===== src/rtl/au_arbiter.sv =====
// -----------------------------------------------------------------------------
// au_arbiter
//
// Shares one arithmetic unit (au) between two requesters:
//   port 0 = sequencer datapath, port 1 = host/debug.
// Round-robin grant, a single operation in flight, and the result/completion
// pulse returned only to the requester that owns the operation.
//
// Operation flow: IDLE -> ISSUE -> WAIT -> RESP -> IDLE.
//   IDLE  : grant (combinational one-cycle gntN), operands latched at the edge
//   ISSUE : au_start pulse
//   WAIT  : wait for au_done (optionally bounded by a watchdog)
//   RESP  : doneN pulse to the owner, res valid
//
// Optional feature macro: AU_ARB_TIMEOUT_EN
//   When defined, a watchdog counts cycles spent in WAIT. If TMO_CYC cycles
//   pass without au_done the operation is aborted: RESP with res=0, err=1.
//   When undefined, WAIT lasts until au_done and err is tied low.
//
// Parameters
//   W        operand/result width (format-agnostic)
//   TMO_CYC  watchdog limit in WAIT cycles (timeout build only)
//   TMOW     watchdog counter width, 2**TMOW must exceed TMO_CYC
//
// Ports
//   clk, rst_n            clock (rising edge), synchronous active-low reset
//   req0/req1             level requests, held until the matching grant
//   op0/op1, r0/r1, s0/s1 operation and operands, sampled at grant
//   gnt0/gnt1             one-cycle grant pulse (cycle operands are captured)
//   done0/done1           one-cycle completion pulse to the owner
//   res                   result of last completed op, held until next one
//   err                   high with doneN when the watchdog aborted the op
//   busy                  high in any state other than IDLE
//   owner                 requester of the op in flight / last op
//   au_start              one-cycle start pulse to the au
//   au_op, au_r, au_s     latched op/operands to the au
//   au_result, au_done    au result and completion pulse
// -----------------------------------------------------------------------------
module au_arbiter #(
  parameter int W       = 24,
  parameter int TMO_CYC = 64,
  parameter int TMOW    = 7
) (
  input  logic         clk,
  input  logic         rst_n,
  input  logic         req0,
  input  logic         req1,
  input  logic [1:0]   op0,
  input  logic [1:0]   op1,
  input  logic [W-1:0] r0,
  input  logic [W-1:0] r1,
  input  logic [W-1:0] s0,
  input  logic [W-1:0] s1,
  output logic         gnt0,
  output logic         gnt1,
  output logic         done0,
  output logic         done1,
  output logic [W-1:0] res,
  output logic         err,
  output logic         busy,
  output logic         owner,
  output logic         au_start,
  output logic [1:0]   au_op,
  output logic [W-1:0] au_r,
  output logic [W-1:0] au_s,
  input  logic [W-1:0] au_result,
  input  logic         au_done
);

  // Elaboration-time guard on the watchdog counter width.
  if ((2 ** TMOW) <= TMO_CYC) begin : g_tmow_check
    $error("au_arbiter: TMOW too narrow for TMO_CYC");
  end

  typedef enum logic [1:0] {
    ST_IDLE  = 2'd0,
    ST_ISSUE = 2'd1,
    ST_WAIT  = 2'd2,
    ST_RESP  = 2'd3
  } state_t;

  state_t       state_q;
  logic         pref_q;      // 1: port 1 wins a tie, 0: port 0 wins a tie
  logic         owner_q;
  logic [W-1:0] res_q;
  logic         au_start_q;
  logic         done0_q;
  logic         done1_q;
  logic [1:0]   au_op_q;
  logic [W-1:0] au_r_q;
  logic [W-1:0] au_s_q;

`ifdef AU_ARB_TIMEOUT_EN
  localparam logic [TMOW-1:0] TMO_LAST = TMOW'(TMO_CYC - 1);
  logic [TMOW-1:0] wdog_q;
  logic            err_q;
`endif

  // Grant decision. Gated with rst_n so every output is low while reset is
  // asserted, even though requests may already be high.
  logic         idle_ok;
  logic         pick1;
  logic [1:0]   op_d;
  logic [W-1:0] r_d;
  logic [W-1:0] s_d;

  assign idle_ok = rst_n && (state_q == ST_IDLE);
  assign pick1   = req1 && (!req0 || pref_q);
  assign gnt1    = idle_ok && pick1;
  assign gnt0    = idle_ok && req0 && !pick1;

  assign op_d = pick1 ? op1 : op0;
  assign r_d  = pick1 ? r1  : r0;
  assign s_d  = pick1 ? s1  : s0;

  always_ff @(posedge clk) begin
    if (!rst_n) begin
      state_q    <= ST_IDLE;
      pref_q     <= 1'b0;
      owner_q    <= 1'b0;
      res_q      <= '0;
      au_start_q <= 1'b0;
      done0_q    <= 1'b0;
      done1_q    <= 1'b0;
      au_op_q    <= 2'b00;
      au_r_q     <= '0;
      au_s_q     <= '0;
`ifdef AU_ARB_TIMEOUT_EN
      wdog_q     <= '0;
      err_q      <= 1'b0;
`endif
    end else begin
      au_start_q <= 1'b0;
      done0_q    <= 1'b0;
      done1_q    <= 1'b0;
      case (state_q)
        ST_IDLE: begin
          if (gnt0 || gnt1) begin
            owner_q    <= gnt1;
            pref_q     <= gnt0;   // the port not just served gets priority
            au_op_q    <= op_d;
            au_r_q     <= r_d;
            au_s_q     <= s_d;
            au_start_q <= 1'b1;
`ifdef AU_ARB_TIMEOUT_EN
            err_q      <= 1'b0;
`endif
            state_q    <= ST_ISSUE;
          end
        end
        ST_ISSUE: begin
          // au_done here is ignored: the au cannot finish in zero cycles.
`ifdef AU_ARB_TIMEOUT_EN
          wdog_q  <= '0;
`endif
          state_q <= ST_WAIT;
        end
        ST_WAIT: begin
          if (au_done) begin
            // A completion in the expiry cycle still counts as normal.
            res_q   <= au_result;
            done0_q <= !owner_q;
            done1_q <= owner_q;
            state_q <= ST_RESP;
          end
`ifdef AU_ARB_TIMEOUT_EN
          else if (wdog_q == TMO_LAST) begin
            res_q   <= '0;
            err_q   <= 1'b1;
            done0_q <= !owner_q;
            done1_q <= owner_q;
            state_q <= ST_RESP;
          end else begin
            wdog_q  <= wdog_q + 1'b1;
          end
`endif
        end
        ST_RESP: begin
          state_q <= ST_IDLE;
        end
        default: begin
          state_q <= ST_IDLE;
        end
      endcase
    end
  end

  assign done0    = done0_q;
  assign done1    = done1_q;
  assign res      = res_q;
  assign busy     = (state_q != ST_IDLE);
  assign owner    = owner_q;
  assign au_start = au_start_q;
  assign au_op    = au_op_q;
  assign au_r     = au_r_q;
  assign au_s     = au_s_q;

`ifdef AU_ARB_TIMEOUT_EN
  assign err = err_q;
`else
  assign err = 1'b0;
`endif

endmodule

===== config.mk =====
export PLATFORM = sky130hd
export DESIGN_NAME = au_arbiter
export DESIGN_NICKNAME = d
export VERILOG_FILES = /design/src/rtl/au_arbiter.sv
export SDC_FILE = /design/constraint.sdc
export NUM_CORES = 1
export LEC_CHECK = 0
export CORE_AREA = 2 2 100 102
export DETAILED_ROUTE_END_ITERATION = 8
export DIE_AREA = 0 0 102 104
export PLACE_DENSITY = 0.84
export SYNTH_ARGS = -nofsm -noshare
export SYNTH_HDL_FRONTEND = slang
export SYNTH_SLANG_ARGS = --single-unit

===== constraint.sdc =====
create_clock -name clk -period 1.55 [get_ports clk]
set_clock_uncertainty 0.05 [all_clocks]
set_input_delay 0.31 -clock clk [delete_from_list [all_inputs] [get_ports clk]]
set_output_delay 0.31 -clock clk [all_outputs]
set_load 0.02 [all_outputs]

# Word level (Yosys, flattened, before mapping)
# Index checks and enable logic that the tools add are counted.
[totals] reg_bits=81 in_bits=129
[op_classes] eq_ne=5 muxes=7 n_reduce_logical=17
[op_table] op="$mux 24" count=2
[op_table] op="$pmux 2 s4" count=1
[op_table] op="$reduce_and 2->1" count=4
[op_table] op="$mux 2" count=3
[op_table] op="$logic_and 1x1->1" count=5
[op_table] op="$eq 2x2->1 const B" count=2
[op_table] op="$logic_not 1->1" count=3
[op_table] op="$reduce_and 3->1" count=1
[op_table] op="$eq 2x1->1 const B" count=1
[op_table] op="$logic_not 2->1" count=1
[op_table] op="$logic_or 1x1->1" count=2
[op_table] op="$ne 2x1->1 const B" count=1
[op_table] op="$ne 2x2->1 const B" count=1
[op_table] op="$reduce_bool 2->1" count=1
[op_table] op="$mux 1" count=1

# Depth between registers and ports, before layout
# Gate-level depths: netlist (run 1).
[depth] word_depth=8 ltp_mapped=7

# Worst setup path before layout (run 1)
# Ideal clock, no wire load.
[synth_path] kind="register to output" start="reg state_q[0]" end="out gnt1" t_arrival_ps=1532 required_ps=1190 setup_slack_ps=-342 stages_incl_launch_ff=5 path_buffers=0 path_cell_list="dfxtp_1 -> inv_1 -> ha_1 -> inv_1 -> nor4_1"
[synth_between] elab_chain_len=3
[synth_rtl] element="start: declaration" line_no="82" text="state_t state_q;"
[synth_rtl] element="start signal: assignment" line_no="118" text="state_q <= ST_IDLE;"
[synth_rtl] element="start signal: assignment" line_no="148" text="state_q <= ST_ISSUE;"
[synth_rtl] element="start signal: assignment" line_no="156" text="state_q <= ST_WAIT;"
[synth_rtl] element="$logic_not 2->1" line_no="107" text="assign idle_ok = rst_n && (state_q == ST_IDLE);"
[synth_rtl] element="$logic_and 1x1->1" line_no="107"
[synth_rtl] element="$logic_and 1x1->1" line_no="109" text="assign gnt1 = idle_ok && pick1;"
[synth_rtl] element="end: declaration" line_no="55" text="output logic gnt1,"
# No other way between the ends.

# Final worst setup path (run 1)
[layout_path] start="reg state_q[1]" end="out gnt1"
# The elaborated chain is that of the path after synthesis.

==> results of run 1 <==
[cells by family (layout without fill, tap and decap cells)]
logic type | count (synthesis) | in the layout | share of synthesized area (%)
adder cells (fa/ha/maj) | 3 | 3 | 1.09
buffers and inverters | 54 | 271 | 8.32
AND/OR/NAND/NOR | 110 | 110 | 14.3
other | 1 | 1 | 0.108
AO/OA/AOI/OAI | 182 | 182 | 29.0
flip-flops | 81 | 81 | 46.9
multiplexers | 1 | 1 | 0.290
[report_power, final]
group	internal [mW]	switching (mW)	total [mW]
Combinational	1.85	2.02	3.87
Clock	0.949	0.760	1.71
Sequential	2.50	0.242	2.74
[state kept, by name, summed over array words and instances, names as in the netlist]
name / cells
pref_q: 1
au_start: 1
au_s: 24
au_op: 2
done0: 1
done1: 1
state_q: 2
res: 24
au_r: 24
owner: 1
[placed cells by master (no fill, tap or decap), types with 2 or more instances in the layout]
cell type	instances
o21ai_1	31
clkbuf_8	10
a31oi_1	42
o21ai_2	25
ha_1	2
dfxtp_1	79
buf_8	4
dlygate4sd2_1	79
buf_12	7
a21oi_1	25
clkdlybuf4s50_1	125
nand3_1	50
a31oi_4	7
buf_6	5
dfxtp_2	2
bufinv_16	2
inv_2	3
clkinv_2	2
o21ai_0	43
nand2_1	51
clkbuf_16	6
buf_2	3
buf_4	20
inv_1	2
[per-layer routing]
layer | vias up | part of all wire (%) | track usage (%)
met5 | - | 0 | 0
met4 | 0 | 2.5 | 11.0
met3 | 27 | 7.3 | 4.70
met2 | 200 | 51 | 38.9
met1 | 1959 | 39 | 24.9
li1 | 1983 | - | -
[cell type report]
| class | instances | area, um2 | share of cell area (%) |
|---|---|---|---|
| clock inverters | 5 | 78.8 | 1.24 |
| inverters | 6 | 25.0 | 0.393 |
| multi-input cells | 297 | 1810 | 28.5 |
| well taps | 133 | 166 | 2.62 |
| clock buffers | 11 | 141 | 2.22 |
| flip-flops and latches | 81 | 1620 | 25.5 |
| repair buffers | 249 | 2510 | 39.5 |
[metrics by stage]
step / setup slack [ps] / instance area [um2] / std cells
after floorplan: -41.0 / 3480 / 432
after global placement: -593 / 5660 / 745
after detailed placement: -621 / 5660 / 745
after CTS: -170 / 5800 / 762
after global routing: -216 / 6360 / 782
final: -139 / 6360 / 782
[worst min path at each step]
stage,end,depth (start not counted),slack (ps),start
final,res[16],2,410,res[16]
after CTS,res[5],4,390,rst_n
after detailed placement,res[7],2,400,res[7]
after global routing,res[8],2,420,res[8]
after floorplan,state_q[0],1,390,state_q[0]
after global placement,res[5],2,390,res[5]
[repair_timing]
item,in CTS,in global routing
cloned,0,11
pin swaps,3,1
gates resized for setup,103,60
setup endpoints to repair,129,53
hold endpoints to repair,0,0
setup buffers,1,9
[worst max-delay path: cells and delay by family, from the launching register on]
family / cells / cell delay (ps)
adders and majority gates: 1 / 170
buffers and inverters: 3 / 290
DFF: 1 / 330
and+or+nand+nor: 1 / 180
==> results.sh, run 1 <==
export IMPL_setup_worst_path_start="state_q[1]"
export IMPL_portBuffers=209
export IMPL_crit_chain="inv_2 > ha_4 > inv_4 > nor4_4 > buf_4"
export IMPL_cpPeakStageDelay_ps=330
export IMPL_cts_tree="done"
export IMPL_netlist_instances=432
export IMPL_grt_pass1_vias=3859
export IMPL_grt_max_degree=52
export IMPL_diodes=0
export IMPL_cts_sinks=81
export IMPL_synth_area_um2=3460
export IMPL_nets=776
export IMPL_fin_crit_ps=1690
export IMPL_cts_max_level=3
export IMPL_drc=0
export IMPL_worst_slack_ps=-139
export IMPL_rr_startpoint="state_q[0]"
export IMPL_setup_viol=50
export IMPL_syn2layout_area_growth_pct=84.0
export IMPL_rrSetupSlack_ps=-120
export IMPL_die_x_um=102
export IMPL_coreArea_um2=9550
export IMPL_ys_top_cells_by_count="81 x dfxtp_1, 52 x nand2_1, 51 x o21ai_0"
export IMPL_rows=36
export IMPL_status="complete, but fails checks"
export IMPL_start_util_pct=36.2
export IMPL_synthTopCellsByArea="dfxtp_1 47%, a31oi_1 9.0%, o21ai_0 7.4%"
export IMPL_hold_viol=0
export IMPL_antenna_left=0
export IMPL_place_congestion=0.786
export IMPL_endpoint_kind="output port"
export IMPL_ys_types=33
export IMPL_slew_viol_final=0
export IMPL_crit_fanout=3
export IMPL_dieArea_um2=10600
export IMPL_startpoint_type="flip-flop"
export IMPL_grt_antenna_before_repair=0
export IMPL_syn_num_nets=564
export IMPL_leakage_nw=2.60
export IMPL_ys_seq_area_share_pct=46.9
export IMPL_grt_pass1_wl_um=18700
export IMPL_cap_violations=0
export IMPL_layout_drive_gt1_share_pct=16.6
export IMPL_synth_most_common_cell="dfxtp_1"
export IMPL_crit_path_end="gnt1"
export IMPL_die_height_um=104
export IMPL_final_core_util_pct=66.6
export IMPL_first_pass_iters=4
export IMPL_gr_usage_all_layers_pct=22.2
export IMPL_root_buffer="clkbuf_8"
export IMPL_total_power_mw=8.32
export IMPL_clk_latency_ps=350
export IMPL_ys_ff_latch=81
export IMPL_synthArstFlopShare_pct=0
export IMPL_dp_hpwl_um=8290
export IMPL_wire_per_inst_um=17.2
export IMPL_drt_wl_total_um=13500
export IMPL_p_per_area_nw_per_um2=1310
export IMPL_netlist_area_leader_share_pct=46.9
export IMPL_yosysWarnings=0
export IMPL_fill_cells=824
export IMPL_critPathKind="reg2out"
export IMPL_via_per_inst=5.33
export IMPL_worst_ep_required_time_ps=1190
export IMPL_io_pins=211
export IMPL_whs_ps=406
export IMPL_grt_overflow=0
export IMPL_violations="negative setup slack"
export IMPL_worst_pin_slew_ps=527
export IMPL_synth_edff_count=0
export IMPL_vias=4169
export IMPL_slew_headroom_pct=64.9
export IMPL_hold_path_class="reg2reg"
export IMPL_fmax_ghz=0.592
export IMPL_arrival_ps=1330
export IMPL_rr_endpoint="au_r[11]"
export IMPL_rsz0062_at_grt="yes"
export IMPL_slowest_stage="dfxtp_2"
export IMPL_period_share_pct=109
export IMPL_yosys_area_top_type="dfxtp_1"
export IMPL_avgSynthCellArea_um2=8.00
export IMPL_r2r_cells=9
export IMPL_ir_drop_uv=546
export IMPL_cts_made_buffers=9
export IMPL_ys_flop_type="dfxtp_1"
export IMPL_cts_hold_repair_buffers=0
export IMPL_fin_tns_setup_ps=-3460
export IMPL_cts_buffer_depth=2
export IMPL_drtIter0Drc=187
export IMPL_cts_clk_slew_worst_paths_ps=80
(Power assumes the default switching activity.)
==> run 2, diff against run 1 <==
- PLACE_DENSITY: 0.84 -> 0.9
==> run 2 against run 1 <==
Effect of this change:
- the run still ends with negative setup slack left
- clock power increased by 16%
- critical endpoint unchanged
- maximum frequency increased by 0.82%
- via count is 1.1% higher
==> results.sh, run 2 (synthesized netlist as in run 1, its figures left out) <==
export IMPL_status="complete, but fails checks"
export IMPL_violations="negative setup slack"
export IMPL_period_share_pct=108
export IMPL_worst_ep_required_time_ps=1190
export IMPL_dp_cells=745
export IMPL_dieArea_um2=10600
export IMPL_cts_tree="done"
export IMPL_nets=773
export IMPL_syn2layout_area_growth_pct=85.0
export IMPL_fin_area_um2=6390
export IMPL_fill_cells=768
export IMPL_leakage_nw=2.61
export IMPL_antenna_left=0
export IMPL_gr_usage_met1_pct=26.0
export IMPL_dpl_cell_area_um2=5660
export IMPL_critPathKind="reg2out"
export IMPL_diodes=0
export IMPL_io_pins=211
export IMPL_grt_max_degree=52
export IMPL_cap_violations=0
export IMPL_clk_latency_ps=350
export IMPL_via_per_inst=5.42
export IMPL_root_buffer="clkbuf_8"
export IMPL_multiInputGateArea_um2=1770
export IMPL_hold_viol=0
export IMPL_gr_usage_all_layers_pct=25.0
export IMPL_fin_tns_setup_ps=-440
export IMPL_worst_slack_ps=-125
export IMPL_layout_drive_gt1_share_pct=13.5
export IMPL_drt_wl_total_um=13900
export IMPL_rsz0062_at_grt="yes"
export IMPL_grt_busiest_layer="met2"
export IMPL_grt_pass1_wl_um=20900
export IMPL_cts_clk_slew_worst_paths_ps=80
export IMPL_startpoint_type="flip-flop"
export IMPL_layout_common_cells="125 x clkdlybuf4s50_1, 79 x dfxtp_1, 79 x dlygate4sd2_1, 52 x nand2_1, 50 x nand3_1"
export IMPL_met2_usage_pct=46.5
export IMPL_die_height_um=104
export IMPL_worst_pin_slew_ps=507
export IMPL_fmax_ghz=0.597
export IMPL_cts_buffer_depth=2
export IMPL_vias=4215
export IMPL_crit_fanout=3
export IMPL_grt_antenna_before_repair=0
export IMPL_slew_viol_final=0
export IMPL_place_congestion=0.776
export IMPL_p_per_area_nw_per_um2=1350
export IMPL_final_seq_area_um2=1620
export IMPL_slew_headroom_pct=66.2
export IMPL_dp_hpwl_um=8580
export IMPL_drtIter0Drc=165
export IMPL_coreArea_um2=9550
export IMPL_grt_pass1_vias=4324
export IMPL_fin_crit_ps=1670
export IMPL_grt_overflow=0
export IMPL_wire_per_inst_um=17.8
export IMPL_whs_ps=405
export IMPL_ir_drop_uv=705
export IMPL_first_pass_iters=5
export IMPL_start_util_pct=36.2
export IMPL_grt_util_met3_pct=5.65
export IMPL_final_common_cell="clkdlybuf4s50_1"
export IMPL_hold_path_class="reg2reg"
export IMPL_cts_made_buffers=9
export IMPL_arrival_ps=1310
export IMPL_rows=36
export IMPL_cts_max_level=3
export IMPL_endpoint_kind="output port"
export IMPL_die_x_um=102
export IMPL_post_place_ws_ps=-609
export IMPL_cts_sinks=81
export IMPL_setup_viol=17
export IMPL_layout_cells_non_filler=778
export IMPL_portBuffers=209
export IMPL_drc=0
## run 2: changes by cell type in the layout (fill, tap and decap cells not counted), moves of 3 or more
cell	delta
buf_16	+4
o21ai_2	-17
clkbuf_16	-3
o21ai_1	+16
buf_4	-3
## run 2: worst max-delay path, cell delays in order, from the launching register on
cell	delay [ps]
dfxtp_2	330
inv_2	70
ha_4	140
inv_2	50
nor4_4	200
buf_4	180
## run 2: final timing paths
| kind | slack [ps] | cells after the start | endpoint | from |
|---|---|---|---|---|
| setup / recovery | -120 | 5 | gnt1 | state_q[1] |
| hold / removal | 400 | 2 | res[4] | res[4] |
| setup reg to reg | -20 | 8 | au_s[7] | state_q[1] |
| hold reg to reg | 400 | 2 | res[4] | res[4] |
## run 2: routing by layer
layer | part of all wire, % | vias up | wire [um]
met5 | 0 | - | 0
met4 | 2.1 | 0 | 290
met3 | 7.7 | 27 | 1070
met2 | 52 | 222 | 7240
met1 | 38 | 1995 | 5290
li1 | - | 1971 | -
## run 2: report_power, final
part / internal, mW / switching, mW / leakage [nW]
clock: 1.23 / 0.766 / 0.127
combinational: 1.89 / 2.01 / 1.82
sequential: 2.50 / 0.230 / 0.664
total: 5.62 / 3.01 / 2.61
## run 2: timing repair
action | in CTS | in global routing
resized for setup | 122 | 27
cloned | 7 | 3
pin swaps | 4 | 0
endpoints found under the setup margin | 131 | 46
setup buffers | 6 | 4
hold buffers | 0 | 0
## run 2: final cells by class
type                       instances  area share, %
sequential                        81           25.4
multi-input combinational        297           27.6
timing repair buffer             246           40.0
inverter                           6          0.352
clock buffer                      10           2.00
tap                              133           2.60
clock inverter                     5           2.02
## run 2: per-stage QoR
step,utilization [%],power [mW]
2_1_floorplan,-,4.44
3_3_place_gp,59.2,5.82
3_5_place_dp,59.2,5.95
4_1_cts,64.9,8.38
5_1_grt,67.0,9.05
6_report,67.0,8.63
==> run 3, diff against run 2 <==
- TNS_END_PERCENT: default -> 10
==> run 3 against run 2 <==
Effect of this change:
- the flow still finishes with violations (negative setup slack)
- sequential share of layout area grew 1.7 points
- final area shrank 6.4%
- final cell count shrank 1.4%
- non-clock buffer count shrank 11
- die area is the same
- maximum frequency grew 0.19%
- wire length shrank 6.6%
- worst setup slack gained 3.2 ps
- hold slack is essentially flat
- clock power is essentially flat
- utilization shrank 4.3 points
- critical endpoint is now gnt0
- highest routed layer unchanged
==> results.sh, run 3 (synthesized netlist as in run 1, its figures left out) <==
export IMPL_status="complete, but fails checks"
export IMPL_violations="negative setup slack"
export IMPL_endpoint_kind="output port"
export IMPL_hold_viol=0
export IMPL_cts_made_buffers=9
export IMPL_dieArea_um2=10600
export IMPL_diodes=0
export IMPL_cts_sinks=81
export IMPL_post_place_ws_ps=-609
export IMPL_first_pass_iters=5
export IMPL_grt_max_degree=57
export IMPL_fin_tns_setup_ps=-289
export IMPL_combPwrFrac_pct=41.0
export IMPL_hold_path_class="reg2reg"
export IMPL_crit_fanout=3
export IMPL_worst_slack_ps=-122
export IMPL_clk_latency_ps=340
export IMPL_p_clk_share_pct=24.9
export IMPL_drt_wl_total_um=13000
export IMPL_place_congestion=0.776
export IMPL_coreArea_um2=9550
export IMPL_portBuffers=209
export IMPL_die_height_um=104
export IMPL_die_x_um=102
export IMPL_arrival_ps=1310
export IMPL_gr_usage_all_layers_pct=22.6
export IMPL_layout_common_cells="125 x clkdlybuf4s50_1, 79 x dfxtp_1, 79 x dlygate4sd2_1, 57 x o21ai_1, 52 x nand2_1"
export IMPL_cts_max_level=3
export IMPL_startpoint_type="flip-flop"
export IMPL_root_buffer="clkbuf_8"
export IMPL_antenna_left=0
export IMPL_worst_ep_required_time_ps=1190
export IMPL_dp_cells=745
export IMPL_rows=36
export IMPL_io_pins=211
export IMPL_critPathKind="reg2out"
export IMPL_intPower_mw=5.19
export IMPL_slew_viol_final=0
export IMPL_layout_cells_non_filler=767
export IMPL_final_seq_area_um2=1620
export IMPL_p_sw_share_pct=34.8
export IMPL_fin_crit_ps=1670
export IMPL_final_common_cell="clkdlybuf4s50_1"
export IMPL_ir_drop_uv=653
export IMPL_switchingPower_mw=2.77
export IMPL_start_util_pct=36.2
export IMPL_dp_hpwl_um=8580
export IMPL_via_per_inst=5.37
export IMPL_seqPwrFrac_pct=34.1
export IMPL_period_share_pct=108
export IMPL_cts_tree="done"
export IMPL_leakage_nw=2.48
export IMPL_vias=4119
export IMPL_p_per_area_nw_per_um2=1330
export IMPL_multiInputGateArea_um2=1610
export IMPL_wire_per_inst_um=16.9
export IMPL_drtIter0Drc=203
export IMPL_final_core_util_pct=62.7
export IMPL_drc=0
export IMPL_setup_viol=7
export IMPL_layout_drive_gt1_share_pct=9.31
export IMPL_fmax_ghz=0.598
export IMPL_cts_buffer_depth=2
export IMPL_grt_antenna_before_repair=0
export IMPL_grt_overflow=0
export IMPL_fill_cells=830
export IMPL_syn2layout_area_growth_pct=73.2
export IMPL_cap_violations=0
export IMPL_grt_pass1_vias=4112
export IMPL_nets=762
export IMPL_cts_clk_slew_worst_paths_ps=80
export IMPL_grt_pass1_wl_um=19300
export IMPL_rsz0062_at_grt="yes"
## run 3: repair_timing
item | 4_1_cts | 5_1_grt
gates cloned | 0 | 5
pin swaps | 3 | 1
setup endpoints to repair | 131 | 55
gates resized for setup | 104 | 16
hold buffers | 0 | 0
buffers inserted | 2 | 1
hold endpoints to repair | 0 | 0
## run 3: path summary, 6_finish.rpt
| path | from | to | slack, ps | depth (start not counted) |
|---|---|---|---|---|
| setup / recovery | state_q[1] | gnt0 | -120 | 5 |
| hold / removal | res[4] | res[4] | 400 | 2 |
| setup reg to reg | state_q[1] | au_s[8] | -20 | 8 |
| hold reg to reg | res[4] | res[4] | 400 | 2 |
## run 3: routing by layer
layer  vias up  track usage (%)  routed length, um
met4         0             9.05                273
met5         -                0                  0
met2       205             40.5               6600
met1      1938             24.9               5050
met3        29             5.98               1040
li1       1947                -                  -
## run 3: critical path, cell delays in order (launching register included)
cell and delay [ps]:
dfxtp_2 330, inv_2 70, ha_4 140, nand2_1 80, a211oi_2 180, buf_4 180
## run 3: final cells by class
type | count | share of cell area (%)
flip-flops and latches | 81 | 27.1
clock buffers | 10 | 2.13
clock inverters | 5 | 2.15
multi-input cells | 297 | 26.8
well taps | 133 | 2.78
repair buffers | 235 | 38.6
inverters | 6 | 0.376
## run 3: power groups by stage
stage	clock (mW)	sequential (mW)	combinational [mW]
after floorplan	0	3.20	1.24
after global placement	0	2.73	3.09
after detailed placement	0	2.76	3.19
after CTS	2.04	2.71	3.01
after global routing	2.13	2.76	3.51
final	1.98	2.71	3.27
## run 3: metrics by stage
step           cell area (um2)  power, mW  hold slack, ps
6_report                  5990       7.96             405
5_1_grt                   5990       8.40             433
4_1_cts                   5830       7.75             404
3_5_place_dp              5660       5.95             398
3_3_place_gp              5660       5.82             389
2_1_floorplan             3480       4.44             391
